===== config.mk =====
export PLATFORM = sky130hd
export DESIGN_NAME = pipe_ctrl
export DESIGN_NICKNAME = d
export VERILOG_FILES = /design/src/rtl/lc3b_types.sv /design/src/rtl/pipe_mem_fsm.sv /design/src/rtl/pipe_ctrl.sv
export SDC_FILE = /design/constraint.sdc
export NUM_CORES = 1
export LEC_CHECK = 0
export ABC_AREA = 1
export CAP_MARGIN = 40
export CORE_AREA = 2 2 59 61
export DETAILED_ROUTE_END_ITERATION = 12
export DIE_AREA = 0 0 61 63
export PLACE_DENSITY = 0.76
export RECOVER_POWER = 50
export SKIP_LAST_GASP = 1
export SYNTH_ARGS = -nofsm -noshare
export SYNTH_HDL_FRONTEND = slang
export SYNTH_SLANG_ARGS = --single-unit

===== constraint.sdc =====
create_clock -name clk -period 1.05 [get_ports clk]
set_input_delay 0.1575 -clock clk [delete_from_list [all_inputs] [get_ports clk]]
set_output_delay 0.1575 -clock clk [all_outputs]
set_load 0.05 [all_outputs]

===== src/rtl/lc3b_types.sv =====
// ----------------------------------------------------------------------------
// lc3b_types
//   Shared types for the LC-3b pipeline controller.
//   - pipe_i_state_t : i-cache side handshake states (fetch / hold)
//   - pipe_d_state_t : d-cache side handshake states (idle / done)
//   - mem_fsm_state_t: generic request/hold state used by pipe_mem_fsm
//   - pipe_loads_t   : bundle of pipeline-register load enables
//   - pipe_valid_t   : bundle of per-stage valid bits
// ----------------------------------------------------------------------------
package lc3b_types;

  typedef enum logic {
    I_FETCH = 1'b0,
    I_HOLD  = 1'b1
  } pipe_i_state_t;

  typedef enum logic {
    D_IDLE = 1'b0,
    D_DONE = 1'b1
  } pipe_d_state_t;

  // Generic form of the two handshakes: a request is outstanding, or the
  // response has been captured and the side is waiting for the other one.
  typedef enum logic {
    MS_REQ  = 1'b0,
    MS_HELD = 1'b1
  } mem_fsm_state_t;

  typedef struct packed {
    logic pc;
    logic if_id;
    logic id_ex;
    logic ex_mem;
    logic mem_wb;
  } pipe_loads_t;

  typedef struct packed {
    logic id;
    logic ex;
    logic mem;
    logic wb;
  } pipe_valid_t;

endpackage


===== src/rtl/pipe_mem_fsm.sv =====
// ----------------------------------------------------------------------------
// pipe_mem_fsm
//   Two-state request/hold handshake for one cache side. While in MS_REQ the
//   strobe is driven whenever the side needs memory. A response that arrives
//   while the pipeline cannot advance is remembered in MS_HELD, where no
//   strobe is driven so the access is never re-issued; the pipeline advance
//   returns the FSM to MS_REQ.
//
// Ports:
//   clk   in  pipeline clock
//   reset in  synchronous active-high reset (returns to MS_REQ)
//   need  in  this side has an access to perform this cycle
//   resp  in  cache response for this side
//   adv   in  pipeline advances at the coming edge
//   req   out strobe enable (0 during reset)
//   held  out response already captured, waiting for the other side
// ----------------------------------------------------------------------------
module pipe_mem_fsm
  import lc3b_types::*;
(
  input  logic clk,
  input  logic reset,
  input  logic need,
  input  logic resp,
  input  logic adv,
  output logic req,
  output logic held
);

  mem_fsm_state_t state, state_next;

  // NOTE: sequential state uses non-blocking assignments so every register
  // samples pre-edge values, independent of process evaluation order.
  always_ff @(posedge clk) begin
    if (reset) state <= MS_REQ;
    else       state <= state_next;
  end

  // NOTE: the default assignment first keeps this combinational process from
  // inferring a latch on paths that leave the state unchanged.
  always_comb begin
    state_next = state;
    case (state)
      MS_REQ:  if (need && resp && !adv) state_next = MS_HELD;
      MS_HELD: if (adv)                  state_next = MS_REQ;
      default:                           state_next = MS_REQ;
    endcase
  end

  always_comb begin
    req  = 1'b0;
    held = 1'b0;
    if (!reset) begin
      req  = (state == MS_REQ) && need;
      held = (state == MS_HELD);
    end
  end

endmodule


===== src/rtl/pipe_ctrl.sv =====
// ----------------------------------------------------------------------------
// pipe_ctrl
//   Stall / bubble / flush controller for the five-stage LC-3b pipeline.
//   Drives every pipeline-register load and the PC load, tracks a valid bit
//   per stage, and sequences the i-cache and d-cache handshakes so the
//   pipeline advances only when both memory sides are satisfied.
//
//   Optional feature: define PIPE_PERF_EN to build the saturating stall,
//   bubble and flush counters; otherwise the counter outputs are tied to 0.
//
// Parameters:
//   CNT_WIDTH     width of the performance counters
//
// Ports:
//   clk, reset                      clock, synchronous active-high reset
//   i_resp, d_resp                  cache responses
//   mem_is_read, mem_is_write       EX/MEM instruction is a load / store
//   load_use                        load-use hazard detected in ID
//   br_taken                        EX/MEM instruction redirects control
//   i_read, d_read, d_write         cache strobes
//   load_pc .. load_mem_wb          PC and pipeline-register load enables
//   pc_sel_target                   next PC is the branch target
//   valid_id .. valid_wb            per-stage valid bits
//   stall_cnt, bubble_cnt, flush_cnt performance counters
//   All outputs are 0 while reset is high.
// ----------------------------------------------------------------------------
module pipe_ctrl
  import lc3b_types::*;
#(
  parameter int CNT_WIDTH = 16
) (
  input  logic                 clk,
  input  logic                 reset,
  input  logic                 i_resp,
  input  logic                 d_resp,
  input  logic                 mem_is_read,
  input  logic                 mem_is_write,
  input  logic                 load_use,
  input  logic                 br_taken,
  output logic                 i_read,
  output logic                 d_read,
  output logic                 d_write,
  output logic                 load_pc,
  output logic                 load_if_id,
  output logic                 load_id_ex,
  output logic                 load_ex_mem,
  output logic                 load_mem_wb,
  output logic                 pc_sel_target,
  output logic                 valid_id,
  output logic                 valid_ex,
  output logic                 valid_mem,
  output logic                 valid_wb,
  output logic [CNT_WIDTH-1:0] stall_cnt,
  output logic [CNT_WIDTH-1:0] bubble_cnt,
  output logic [CNT_WIDTH-1:0] flush_cnt
);

  pipe_valid_t   valid_q, valid_d;
  pipe_loads_t   loads;
  pipe_i_state_t i_state;
  pipe_d_state_t d_state;
  logic          pc_sel;
  logic          i_req, i_held;
  logic          d_req, d_held;
  logic          d_need;
  logic          i_ok, d_ok, adv;
  logic          flush, bubble;

  // An invalid MEM stage never touches the d-cache.
  assign d_need = valid_q.mem & (mem_is_read | mem_is_write);

  // The i-side always wants the next fetch word.
  pipe_mem_fsm u_i_fsm (
    .clk   (clk),
    .reset (reset),
    .need  (1'b1),
    .resp  (i_resp),
    .adv   (adv),
    .req   (i_req),
    .held  (i_held)
  );

  pipe_mem_fsm u_d_fsm (
    .clk   (clk),
    .reset (reset),
    .need  (d_need),
    .resp  (d_resp),
    .adv   (adv),
    .req   (d_req),
    .held  (d_held)
  );

  assign i_state = i_held ? I_HOLD : I_FETCH;
  assign d_state = d_held ? D_DONE : D_IDLE;

  // A side is satisfied by a response this cycle or one captured earlier.
  assign i_ok = i_resp | (i_state == I_HOLD);
  assign d_ok = ~d_need | d_resp | (d_state == D_DONE);
  assign adv  = i_ok & d_ok;

  assign flush  = adv & valid_q.mem & br_taken;
  assign bubble = adv & load_use & ~flush;

  // Load enables and next valid bits. A flush squashes IF/ID/EX (the fetched
  // word is discarded) but lets the redirecting instruction retire into WB.
  // A bubble freezes PC and IF/ID and injects an invalid slot into EX.
  always_comb begin
    loads   = '0;
    pc_sel  = 1'b0;
    valid_d = valid_q;
    if (flush) begin
      loads   = '1;
      pc_sel  = 1'b1;
      valid_d = '{id: 1'b0, ex: 1'b0, mem: 1'b0, wb: 1'b1};
    end else if (bubble) begin
      loads   = '{pc: 1'b0, if_id: 1'b0, id_ex: 1'b1, ex_mem: 1'b1, mem_wb: 1'b1};
      valid_d = '{id: valid_q.id, ex: 1'b0, mem: valid_q.ex, wb: valid_q.mem};
    end else if (adv) begin
      loads   = '1;
      valid_d = '{id: 1'b1, ex: valid_q.id, mem: valid_q.ex, wb: valid_q.mem};
    end
  end

  always_ff @(posedge clk) begin
    if (reset) valid_q <= '0;
    else       valid_q <= valid_d;
  end

  // Outputs are forced low while reset is asserted so an abandoned access
  // drops its strobe immediately.
  always_comb begin
    i_read        = 1'b0;
    d_read        = 1'b0;
    d_write       = 1'b0;
    load_pc       = 1'b0;
    load_if_id    = 1'b0;
    load_id_ex    = 1'b0;
    load_ex_mem   = 1'b0;
    load_mem_wb   = 1'b0;
    pc_sel_target = 1'b0;
    valid_id      = 1'b0;
    valid_ex      = 1'b0;
    valid_mem     = 1'b0;
    valid_wb      = 1'b0;
    if (!reset) begin
      i_read        = i_req;
      d_read        = d_req & mem_is_read;
      d_write       = d_req & mem_is_write;
      load_pc       = loads.pc;
      load_if_id    = loads.if_id;
      load_id_ex    = loads.id_ex;
      load_ex_mem   = loads.ex_mem;
      load_mem_wb   = loads.mem_wb;
      pc_sel_target = pc_sel;
      valid_id      = valid_q.id;
      valid_ex      = valid_q.ex;
      valid_mem     = valid_q.mem;
      valid_wb      = valid_q.wb;
    end
  end

`ifdef PIPE_PERF_EN
  logic [CNT_WIDTH-1:0] stall_q, bubble_q, flush_q;

  // Saturating counters: an all-ones value sticks.
  always_ff @(posedge clk) begin
    if (reset) begin
      stall_q  <= '0;
      bubble_q <= '0;
      flush_q  <= '0;
    end else begin
      if (!adv && !(&stall_q))   stall_q  <= stall_q  + CNT_WIDTH'(1);
      if (bubble && !(&bubble_q)) bubble_q <= bubble_q + CNT_WIDTH'(1);
      if (flush && !(&flush_q))  flush_q  <= flush_q  + CNT_WIDTH'(1);
    end
  end

  assign stall_cnt  = reset ? '0 : stall_q;
  assign bubble_cnt = reset ? '0 : bubble_q;
  assign flush_cnt  = reset ? '0 : flush_q;
`else
  assign stall_cnt  = '0;
  assign bubble_cnt = '0;
  assign flush_cnt  = '0;
`endif

endmodule


# Word level (Yosys, flattened, before mapping)
# Index checks and enable logic that the tools add are counted.
# totals
reg_bits	6
input_bits	8
output_inout_bits	61
# op_classes
n_mux	30
bitwise	17
n_reduce_logical	10
# op_table
cell	count
$mux 1	23
$mux 5	3
$and 1x1->1	8
$not 1->1	5
$logic_and 1x1->1	4
$mux 2	2
$or 1x1->1	4
$pmux 1 s2	2
$reduce_bool 3->1	1
$reduce_or 3->1	1
$reduce_and 2->1	1
$reduce_bool 2->1	1
$reduce_or 2->1	1
$logic_not 1->1	1

# Longest topological paths before layout
# logic_depth
ltp_word	13
mapped_depth	8
depth_no_buf	8

# Modules after synthesis
# From an unflattened synthesis, not the netlist that was laid out.
# hier_totals
cells_unflattened	126
area_unflattened_um2	832.0
# modules_own_cells
module	instances	cells_per_inst	area_per_inst_um2
pipe_ctrl	1	106	724.4
pipe_mem_fsm	2	10	53.8

# Worst setup path after synthesis
# Ideal clock, no wire load.
# synth_path
kind	register -> output
from	reg valid_q[1] (netlist bit)
to	out d_read
t_arrival_ps	1951
setup_slack_ps	-1058
path_stages_with_launch	5
n_path_buf	0
path_cell_list	dfxtp_1 > inv_1 > nor2_1 > nand2_1 > nor2_1
# synth_via
elab_chain_len	5
# synth_rtl
element	line	text
start, declared	pipe_ctrl.sv:58	pipe_valid_t valid_q, valid_d;
start signal, assigned	pipe_ctrl.sv:126	else valid_q <= valid_d;
$and 1x1->1	pipe_ctrl.sv:70	assign d_need = valid_q.mem & (mem_is_read | mem_is_write);
$logic_and 1x1->1	pipe_mem_fsm.sv:54	req = (state == MS_REQ) && need;
$mux 1	pipe_mem_fsm.sv:53	if (!reset) begin
$and 1x1->1	pipe_ctrl.sv:147	d_read = d_req & mem_is_read;
$mux 1	pipe_ctrl.sv:145	if (!reset) begin
end, declared	pipe_ctrl.sv:41	output logic d_read,
# Every way passes these cells.

# Final worst setup path
# layout_path
from	reg valid_q[1] (netlist bit)
to	out pc_sel_target
# layout_via
elab_chain_len	9
# layout_rtl
element	line	text
$and 1x1->1	pipe_ctrl.sv:70	
$not 1->1	pipe_ctrl.sv:98	assign d_ok = ~d_need | d_resp | (d_state == D_DONE);
$or 1x1->1 (2 in series)	pipe_ctrl.sv:98	
$and 1x1->1	pipe_ctrl.sv:99	assign adv = i_ok & d_ok;
$and 1x1->1 * (2 in series)	pipe_ctrl.sv:101	assign flush = adv & valid_q.mem & br_taken;
$mux 1 *	pipe_ctrl.sv:111	if (flush) begin
$mux 1 *	pipe_ctrl.sv:145	
end, declared	pipe_ctrl.sv:48	output logic pc_sel_target,
# Mark *: on every way between the ends. The rest lies on a longest branch, timed or not.

==> flow_metrics.tcl <==
set metrics [dict create \
    internal-power_uw 515 \
    place_area_um2 1150 \
    rsz0062_at_grt "true" \
    critPathArrivalTime_ns 1.34 \
    route.detailed.drc 0 \
    antenna_found_initial 0 \
    violations "setup timing" \
    powerDensity_nw_per_um2 896 \
    cts_sinks 6 \
    portBuffers 20 \
    path_buf_inv 4 \
    reg2reg_from "valid_q[1]" \
    p_seq_frac 0.211 \
    gp_congestion 0.827 \
    pwr-share-comb 0.588 \
    cts_root_buf "clkbuf_4" \
    io_pins 69 \
    dieHeight_um 63 \
    fin_ws_ns -0.445 \
    power_mw 1.15 \
    cts_made_buffers 3 \
    synth.distinct_cells 15 \
    p_leak_nw 0.634 \
    fmax_mhz 669 \
    clk-insertion-delay-late_ns 0.26 \
    cts_tree "yes" \
    use_met1 0.0695 \
    synth_area_um2 768 \
    htree_levels 1 \
    drt_iter0_markers 5 \
    cp_top_family "buffers and inverters" \
    synth_top_area_share 0.498 \
    wire_per_inst_um 8.05 \
    clockBufferDepth 2 \
    fin_crit_sh 1.42 \
    dp_cells 194 \
    synth_top_cell_by_area "buf_4" \
    busiest_layer "met2" \
    synth_edf_count 0 \
    core_um2 3230 \
    crit_path_end_kind "output pin" \
    outcome "complete, but fails checks" \
    synth-main-ff-cell "dfxtp_1" \
    grt_pass1_wl_mm 2.24 \
    timing.hold.ws_ns 0.346 \
    drt_first_pass_iters 2 \
    avgSynthCellArea_um2 6.74 \
    synthCells 114 \
    cap_viol_max_count 0 \
    synth_most_common_cell "buf_4" \
    ant_nets 0 \
    viasPerCell 3.24 \
    grt_usage 0.0816 \
    utilization 0.397 \
    initial_core_util 0.238 \
    met3_usage 0.0393 \
    clk_pin_slew_worst_paths_ns 0.05 \
    row_count 21 \
    vias 661 \
    met2_usage 0.153 \
    crit_chain "inv_2 > nor2_4 > nand3_4 > buf_4 > buf_6 > nand3_4 > nor2_4 > buf_12" \
    ir_drop_uv 284 \
    routed_wl_mm 1.64 \
    cp_data_required_time_ns 0.89 \
    drive_gt1_frac 0.468 \
    die_width_um 61 \
    startpoint "valid_q[1]" \
    sw_frac_of_total 0.552 \
    hold_start "d_resp" \
    slew_violations 0 \
    startpoint_type "flip-flop" \
    fin_area_um2 1280 \
    skew_ns 0.00974 \
    layoutNonFillerInstCount 204 \
    setup_viol 16 \
    die_area_um2 3840 \
    synth-seq-area-share 0.156 \
    critPathMaxFanout 3 \
    critical_path_class "flip-flop to output pin" \
    hold_class "input pin to flip-flop" \
    diodes 0 \
    p_clk_frac 0.201 \
    grt_overflow 0 \
    ys_top_cells_by_count "buf_4, inv_1, nor2_1, nand2_1, dfxtp_1" \
    timing.final.crit_period_ns 1.50 \
    grt_max_degree 7 \
    async_flop_share 0 \
    slowest_delay_ns 0.34 \
    p_sw_uw 634 \
    final_hold_viol_count 0 \
    cp_slowest_cell "dfxtp_2" \
    area_delta_synth_final_pct 66.9 \
    grt_pass1_vias 547 \
    hpwl_mm 1.24 \
    finalNetCount 168 \
    synth_warnings 0 \
    ys_seq_elements 6 \
    yosys-top-cells-area "buf_4, dfxtp_1, inv_1" \
]
[power groups by stage]
stage | Clock (mW) | Sequential [mW] | Combinational, mW
after floorplan | 0 | 0.244 | 0.652
after detailed placement | 0 | 0.245 | 0.648
after CTS | 0.240 | 0.242 | 0.663
after global routing | 0.260 | 0.242 | 0.700
final | 0.231 | 0.242 | 0.675
after global placement | 0 | 0.245 | 0.645
[through the flow]
stage | setup WS [ns] | setup TNS (ns)
after floorplan | -0.432 | -2.38
after global placement | -0.502 | -6.89
after detailed placement | -0.523 | -7.05
after CTS | -0.465 | -4.16
after global routing | -0.529 | -5.51
final | -0.445 | -4.26
[cell type report]
class | count | area (µm²)
Inverter | 16 | 70.1
Tap cell | 46 | 57.6
Fill cell | 339 | 1950
Multi-Input combinational cell | 88 | 472
Clock buffer | 3 | 22.5
Sequential cell | 6 | 125
Timing Repair Buffer | 45 | 536
[final timing paths]
kind                        end  slack [ns]  depth (start not counted)
setup / recovery  pc_sel_target       -0.45                          8
hold / removal    u_d_fsm.state        0.35                          3
setup reg to reg     valid_q[2]       -0.21                         10
hold reg to reg      valid_q[1]        0.49                          2
[cell families (layout without fill, tap and decap cells)]
group / Yosys count / in the layout / synth area share
flops: 6 / 6 / 0.156
other cells: 1 / 48 / 0.00488
compound gates: 4 / 4 / 0.0260
simple gates: 36 / 36 / 0.236
buf+inv: 67 / 64 / 0.577
[cell usage in the layout, fill, tap and decap left out]
cell              n
o21ai_0           1
clkinvlp_4        2
nor2_1            5
dfxtp_1           2
buf_6             6
dfxtp_2           4
nand2_4           4
buf_12           13
nand2_2           3
inv_1             6
conb_1           48
dlygate4sd2_1     4
nand2_1           7
inv_2             7
nand3_4           2
clkbuf_4          3
nor2_4            8
clkdlybuf4s50_1   3
a21oi_1           3
nand3_1           5
nor2_2            2
buf_4            19
inv_4             1
[worst register-to-register path: stages (launching register included)]
cell     delay [ns]
dfxtp_2        0.34
inv_2          0.05
nor2_4         0.09
nand3_4        0.09
buf_4          0.15
buf_6          0.12
buf_4          0.13
nand3_1        0.06
nand2_1        0.05
inv_1          0.06
nor2_2         0.03
[registers in the layout, summed over array words and instances (netlist names)]
| register | count |
|---|---|
| u_d_fsm.state | 1 |
| valid_q | 4 |
| u_i_fsm.state | 1 |
[per-layer routing]
layer  up-vias  wire (µm)
met4         0         39
li1        328          -
met5         -          0
met2        45        918
met1       284        485
met3         4        199
[what timing repair did]
item / 4_1_cts / 5_1_grt
gates cloned: 0 / 0
endpoints found under the setup margin: 16 / 18
hold buffers: 0 / 0
resized for setup: 19 / 8
pin swaps: 7 / 8
buffers inserted: 4 / 3
(Power assumes the default switching activity.)
